[src/rtl/alu_execute.sv]
// Registered 16-bit execute-stage ALU with a serial shifter and start/busy/done handshake.
// Define ALU_FAST_SHIFT_EN to replace the serial shifter with a single-cycle barrel shift.
module alu_execute #(
    parameter int WIDTH = 16
) (
    input  logic             clock,
    input  logic             reset,
    input  logic             start,
    input  logic [2:0]       Op,
    input  logic [WIDTH-1:0] A,
    input  logic [WIDTH-1:0] B,
    output logic             busy,
    output logic             done,
    output logic [WIDTH-1:0] Result,
    output logic             Zero,
    output logic             Overflow
);

    localparam logic [2:0] OP_AND   = 3'd0;
    localparam logic [2:0] OP_OR    = 3'd2;
    localparam logic [2:0] OP_ADD   = 3'd4;
    localparam logic [2:0] OP_SUB   = 3'd5;
    localparam logic [2:0] OP_SHIFT = 3'd6;
    localparam logic [2:0] OP_SLT   = 3'd7;

    logic [WIDTH-1:0] alu_res;
    logic             alu_ovf;
    logic [WIDTH-1:0] sum;
    logic [WIDTH-1:0] diff;

    assign sum  = A + B;
    assign diff = A - B;

    // NOTE: every output gets a default first so no path through the case infers a latch.
    always_comb begin
        alu_res = '0;
        alu_ovf = 1'b0;
        case (Op)
            OP_AND: alu_res = A & B;
            OP_OR:  alu_res = A | B;
            OP_ADD: begin
                alu_res = sum;
                alu_ovf = (A[WIDTH-1] == B[WIDTH-1]) && (sum[WIDTH-1] != A[WIDTH-1]);
            end
            OP_SUB: begin
                alu_res = diff;
                alu_ovf = (A[WIDTH-1] != B[WIDTH-1]) && (diff[WIDTH-1] != A[WIDTH-1]);
            end
            OP_SLT: alu_res = ($signed(A) < $signed(B)) ? {{(WIDTH-1){1'b0}}, 1'b1} : '0;
`ifdef ALU_FAST_SHIFT_EN
            OP_SHIFT: begin
                if (!B[6])
                    alu_res = A << B[3:0];
                else if (B[5])
                    alu_res = A >> B[3:0];
                else
                    alu_res = $signed(A) >>> B[3:0];
            end
`else
            // Only reached with a zero shift amount; longer shifts run serially.
            OP_SHIFT: alu_res = A;
`endif
            default: alu_res = '0;
        endcase
    end

`ifdef ALU_FAST_SHIFT_EN

    assign busy = 1'b0;

    // NOTE: sequential state is updated with non-blocking assignments only.
    always_ff @(posedge clock) begin
        if (reset) begin
            done     <= 1'b0;
            Result   <= '0;
            Zero     <= 1'b1;
            Overflow <= 1'b0;
        end else begin
            done <= 1'b0;
            if (start) begin
                Result   <= alu_res;
                Zero     <= (alu_res == '0);
                Overflow <= alu_ovf;
                done     <= 1'b1;
            end
        end
    end

`else

    typedef enum logic {IDLE, SHIFT} state_t;

    state_t           state;
    logic [WIDTH-1:0] sh_reg;
    logic [3:0]       count;
    logic             sh_right;
    logic             sh_logical;
    logic [WIDTH-1:0] sh_next;

    // Left shifts always fill with zero; right shifts fill per the logical/arithmetic bit.
    always_comb begin
        if (!sh_right)
            sh_next = {sh_reg[WIDTH-2:0], 1'b0};
        else if (sh_logical)
            sh_next = {1'b0, sh_reg[WIDTH-1:1]};
        else
            sh_next = {sh_reg[WIDTH-1], sh_reg[WIDTH-1:1]};
    end

    assign busy = (state == SHIFT);

    // NOTE: sequential state is updated with non-blocking assignments only.
    always_ff @(posedge clock) begin
        if (reset) begin
            state      <= IDLE;
            sh_reg     <= '0;
            count      <= '0;
            sh_right   <= 1'b0;
            sh_logical <= 1'b0;
            done       <= 1'b0;
            Result     <= '0;
            Zero       <= 1'b1;
            Overflow   <= 1'b0;
        end else begin
            done <= 1'b0;
            case (state)
                IDLE: begin
                    if (start) begin
                        if (Op == OP_SHIFT && B[3:0] != 4'd0) begin
                            sh_reg     <= A;
                            count      <= B[3:0];
                            sh_right   <= B[6];
                            sh_logical <= B[5];
                            state      <= SHIFT;
                        end else begin
                            Result   <= alu_res;
                            Zero     <= (alu_res == '0);
                            Overflow <= alu_ovf;
                            done     <= 1'b1;
                        end
                    end
                end
                SHIFT: begin
                    sh_reg <= sh_next;
                    count  <= count - 4'd1;
                    if (count == 4'd1) begin
                        Result   <= sh_next;
                        Zero     <= (sh_next == '0);
                        Overflow <= 1'b0;
                        done     <= 1'b1;
                        state    <= IDLE;
                    end
                end
                default: state <= IDLE;
            endcase
        end
    end

`endif

endmodule

[config.mk]
export PLATFORM = sky130hd
export DESIGN_NAME = alu_execute
export DESIGN_NICKNAME = d
export VERILOG_FILES = /design/src/rtl/alu_execute.sv
export SDC_FILE = /design/constraint.sdc
export NUM_CORES = 1
export LEC_CHECK = 0
export ABC_AREA = 1
export BUFFER_PORTS_ARGS = -buffer_cell sky130_fd_sc_hd__buf_2
export CAP_MARGIN = 20
export CORE_ASPECT_RATIO = 0.9
export CORE_MARGIN = 2
export CORE_UTILIZATION = 50
export DETAILED_ROUTE_END_ITERATION = 12
export PLACE_DENSITY = 0.67
export SLEW_MARGIN = 20
export SYNTH_ARGS = -nofsm -noshare
export SYNTH_HDL_FRONTEND = slang
export SYNTH_SLANG_ARGS = --single-unit
[constraint.sdc]
create_clock -name clock -period 2.5 [get_ports clock]
set_clock_uncertainty 0.05 [all_clocks]
set_input_delay 0.125 -clock clock [delete_from_list [all_inputs] [get_ports clock]]
set_output_delay 0.125 -clock clock [all_outputs]
set_load 0.01 [all_outputs]
# After elaboration in Yosys (flattened, before gate mapping)
# Index checks and enable logic that the tools add are counted.
[word_totals]
ff_bits = 42
input_bits = 38
out_inout_bits = 20
elab_cells = 71
[op_classes]
add_sub_neg = 3
order_cmp = 1
eq_ne = 14
muxes = 31
bitwise = 3
reduce_logical = 10
[ops]
columns = ["cell", "n"]
rows = [
  ["two-way mux 16 bit", 7],
  ["case mux 16 bit (6 select lines)", 1],
  ["case mux 16 bit (2 select lines)", 2],
  ["zero test 16 bit", 2],
  ["adder 16 bit", 1],
  ["bitwise AND 16 bit", 1],
  ["< comparator 16 bit", 1],
  ["OR 16 bit", 1],
  ["subtractor 16 bit", 1],
  ["two-way mux 1 bit", 13],
  ["equality test 3 bit, second input constant", 4],
  ["case mux 1 bit (2 select lines)", 5],
  ["two-way mux 4 bit", 2],
  ["case mux 4 bit (2 select lines)", 1],
  ["!= test 2 bit, second input constant", 3],
  ["AND reduction 3 bit", 2],
  ["equality test 4 x 1 -> 1 bit, second input constant", 1],
  ["nonzero test 4 bit", 1],
  ["subtractor 4 x 1 -> 4 bit, second input constant", 1],
  ["equality test 3 x 2 -> 1 bit, second input constant", 1],
  ["logical AND 1 bit", 3],
  ["zero test 3 bit", 1],
  ["!= test 1 bit", 3],
  ["!= test 2 x 1 -> 1 bit, second input constant", 1],
  ["3 further kinds", 3],
]

# Longest topological paths before layout
[logic_depth]
ltp_word = 7
depth_mapped = 20
ltp_nobuf = 19

# Worst setup path after synthesis
# Ideal clock, no wire load.
[synth_path]
path_type = "input port to flip-flop"
from = "input port A[0]"
to = "register Zero"
setup_ns = 0.058
arrival_time_ns = 1.790
required_ns = 2.392
path_slack_ns = 0.602
cell_stages = 16
path_buffers = 0
path_cell_list = "inv_1 > ha_1 > fa_1 > inv_1 > nand2_1 > nand2_2 > nand4_2 > a21oi_1 > nor2_1 > nor2_1 > nand2_1 > nor2_1 > nand3_1 > o21bai_1 > nand2_1 > nand2_1"
[synth_between]
elab_chain_cells = 7
word_cells_on_any_way = 11
classes_between = "add/sub (2); order compare (1); mux (5); bitwise (2); reduce/logical (1)"
[synth_lines]
columns = ["item", "line_no", "source"]
rows = [
  ["start: declaration", "10", "input logic [WIDTH-1:0] A,"],
  ["< comparator 16 bit", "49", "OP_SLT: alu_res = ($signed(A) < $signed(B)) ? {{(WIDTH-1){1'b0}}, 1'b1} : '0;"],
  ["two-way mux 1 bit", "49", ""],
  ["case mux 16 bit (6 select lines) *", "38", "case (Op)"],
  ["zero test 16 bit *", "137", "Zero <= (alu_res == '0);"],
  ["two-way mux 1 bit *", "129", "if (Op == OP_SHIFT && B[3:0] != 4'd0) begin"],
  ["two-way mux 1 bit *", "128", "if (start) begin"],
  ["case mux 1 bit (2 select lines) *", "126", "case (state)"],
  ["end signal: assignment", "137", ""],
  ["end signal: assignment", "148", "Zero <= (sh_next == '0);"],
  ["end: declaration", "15", "output logic Zero,"],
]
# Every way passes the cells marked *; elsewhere a longest branch is shown, timed or not. The select of a mux whose other input is x is not followed.
# A chain may end at the register's enable or synchronous reset.

# Worst setup path in the final report
[layout_path]
from = "input port B[5]"
to = "register Zero"
[layout_between]
elab_chain_cells = 7
word_cells_on_any_way = 11
classes_between = "add/sub (2); order compare (1); mux (5); bitwise (2); reduce/logical (1)"
[layout_lines]
columns = ["item", "line_no", "source"]
rows = [
  ["start: declaration", "11", "input logic [WIDTH-1:0] B,"],
  ["< comparator 16 bit", "49", ""],
  ["two-way mux 1 bit", "49", ""],
  ["case mux 16 bit (6 select lines) *", "38", ""],
  ["zero test 16 bit *", "137", ""],
  ["two-way mux 1 bit *", "129", ""],
  ["two-way mux 1 bit *", "128", ""],
  ["case mux 1 bit (2 select lines) *", "126", ""],
]
# Marks and branches as above.

==> results.cfg <==
[pwr]
power.total_uw = 2278
p_sw_uw = 887.5
power_density_nw_per_um2 = 402.1
vdd_drop_max_uv = 468.3
power.leakage_uw = 0.002955
swShare_pct = 38.96
internal_power_uw = 1391
pwr-share-comb_pct = 39.4
p_seq_share_pct = 31.7
clockPowerShare_pct = 28.9

[worst_setup_path]
path_cells = buf_2 > inv_1 > ha_1 > nand2_1 > nor2_1 > nand2_1 > nand2_1 > nand2_1 > nand3_1 > nand2_1 > nor2_1 > nand2_1 > nor2_1 > nand3_1 > o21bai_1 > nand2_1 > nand2_1
path_buf_inv = 2
slowest_delay_ns = 0.56
critical_path.max_fanout = 8
start_kind = input port
cp.arrival_ns = 2.38
crit_path_end_kind = flop
slowest_stage = ha_1
path_delay_family = simple AND/OR/NAND/NOR gates
critPathMostFrequentCell = nand2_1
crit_required_ns = 2.69
crit_type = in2reg

[sta]
rsz0062_at_grt = false
drv_slew = 0
worst_slew_pin_slew_ns = 0.5617
finalHoldViolations = 0
fmax_ghz = 0.4568
period_needed_ns = 2.189
max-slew-margin-rel_pct = 62.51
setup_viol = 0
tns_ns = 0
fin_ws_ns = 0.3106
period_share_pct = 87.57

[placement]
portBuffers = 57
pre_cts_ws_ns = 0.1008
place_hpwl_mm = 13.14
place_area_um2 = 5518
gp_congestion = 1.011

[synthesis]
avgSynthCellArea_um2 = 6.058
syn_nets = 958
syn_inst = 861
synth_seq_area_share_pct = 16.12
ys.flop_type = dfxtp_1
synth-edff-count = 0
synth_largest_area_cell = nand2_1
synth-seq-cells = 42
yosys.area.top_type_share_pct = 17.49
synthesis.area_um2 = 5216
async_flop_share_pct = 0
synth.area.top_cells = nand2_1 (17%), dfxtp_1 (16%), ha_1 (14%), inv_1 (8.8%), nand3_1 (8.3%)
yosysWarnings = 0
synth.distinct_cells = 41

[run_status]
status = finished clean

[clocking]
post_cts_resized = 0
clkLatencyLatePin_ns = 0.29
htreeDepth = 2
cts_tree = done
cts_buffers = 5
root_buffer = clkbuf_16
post_cts_buffers = 0
clkTransAtPathRegs_ns = 0.06
clockBufferDepth = 2
cts_sinks = 42
ctsHoldBuffers = 0

[detailed_routing]
wirelength_mm = 16.54
first_pass_iters = 5
ant_nets = 0
vias = 5672
drtIter0Drc = 517
wire_per_inst_um = 15.98
drc = 0
vias_per_cell = 5.480

[grt]
grt_pass1_wl_mm = 26.77
grt_pass1_vias = 5445
antenna_found_initial = 0
grt-ovfl-total = 0
track_usage_pct = 29.72
grt_start_max_net_pins = 29

[floorplan]
core-area_um2 = 10200
core.rowCount = 35
fp.dieH_um = 100.9
dieArea_um2 = 11270
die_w_um = 111.7
io_pins = 58
initial_core_util_pct = 51.12

[cells_and_area]
fin_area_um2 = 5665
final_nets = 1002
antennaDiodeCount = 0
layout_commonest_cell = nand2_1
multi_input_area_um2 = 3618
fillers = 1045
area_growth_pct = 8.611
fin_util_pct = 55.52
seqCellArea_um2 = 840.8
drive_above_1_share_pct = 14.57
final_cell_mix = nand2_1 (243), inv_1 (122), nand3_1 (86)

[worst_hold_path]
hold_path.class = in2reg

[flow_run]
drv_cap = 0
[path summary, 6_finish.rpt]
| kind | start | endpoint | cells after the start | slack, ns |
|---|---|---|---|---|
| min reg2reg | Result[15] | Result[15] | 2 | 0.41 |
| max | B[5] | Zero | 17 | 0.31 |
| min | reset | sh_reg[2] | 2 | 0.1 |
| max reg2reg | sh_right | Zero | 8 | 0.68 |
[kinds of logic (layout without fill, tap and decap cells)]
| logic type | after synthesis | after routing | share of synthesized area (%) |
|---|---|---|---|
| simple gates | 461 | 461 | 39.55 |
| buf+inv | 170 | 215 | 14.51 |
| compound gates | 115 | 115 | 12.76 |
| fa+ha+maj | 59 | 59 | 14.44 |
| flops | 42 | 42 | 16.12 |
| mux | 11 | 11 | 2.111 |
| xor+xnor | 3 | 3 | 0.5038 |
[synthesized netlist by cell type, types with 10 or more instances]
| cell type | n |
|---|---|
| ha_1 | 57 |
| nor2_1 | 77 |
| inv_1 | 122 |
| buf_6 | 10 |
| inv_2 | 13 |
| nand2_1 | 243 |
| o21ai_0 | 16 |
| mux2i_1 | 11 |
| a31oi_1 | 21 |
| dfxtp_1 | 42 |
| o22ai_1 | 13 |
| nand3_1 | 86 |
| a21oi_1 | 50 |
[worst register-to-register path, stage by stage (launching register included)]
cell and delay [ns]:
dfxtp_1 0.44, inv_1 0.15, or2_2 0.29, o21ai_0 0.13
nand4_1 0.19, nor4_1 0.26, o21bai_1 0.15, nand2_1 0.06
nand2_1 0.05
[final cells by class]
cell class,count,share of cell area (%)
multi-input cells,649,63.87
repair buffers,69,6.625
inverters,138,9.209
flip-flops and latches,42,14.84
clock buffers,7,2.518
well taps,129,2.849
clock inverters,1,0.08834
[metrics by stage]
step	cells	hold WS (ns)
2_1_floorplan	861	0.2323
3_3_place_gp	1027	0.3881
3_5_place_dp	1027	0.3928
4_1_cts	1035	0.09192
5_1_grt	1035	0.1067
6_report	1035	0.09618
[layer usage]
metal  up-vias  GRT usage [%]  wire length, um
met5         -              0                0
met4         0          10.54              486
met3        38          3.488             1182
met2       234          49.14             7453
met1      2575          40.26             7419
li1       2825              -                -
[power groups by stage]
stage                     Clock [uW]  Combinational [uW]  Sequential, uW
after CTS                        663                 882             722
after global placement             0                 869             735
after detailed placement           0                 877             737
final                            658                 897             723
after global routing             691                 997             726
after floorplan                    0                 632             743
Note: power is estimated with default switching activity, not from simulation.
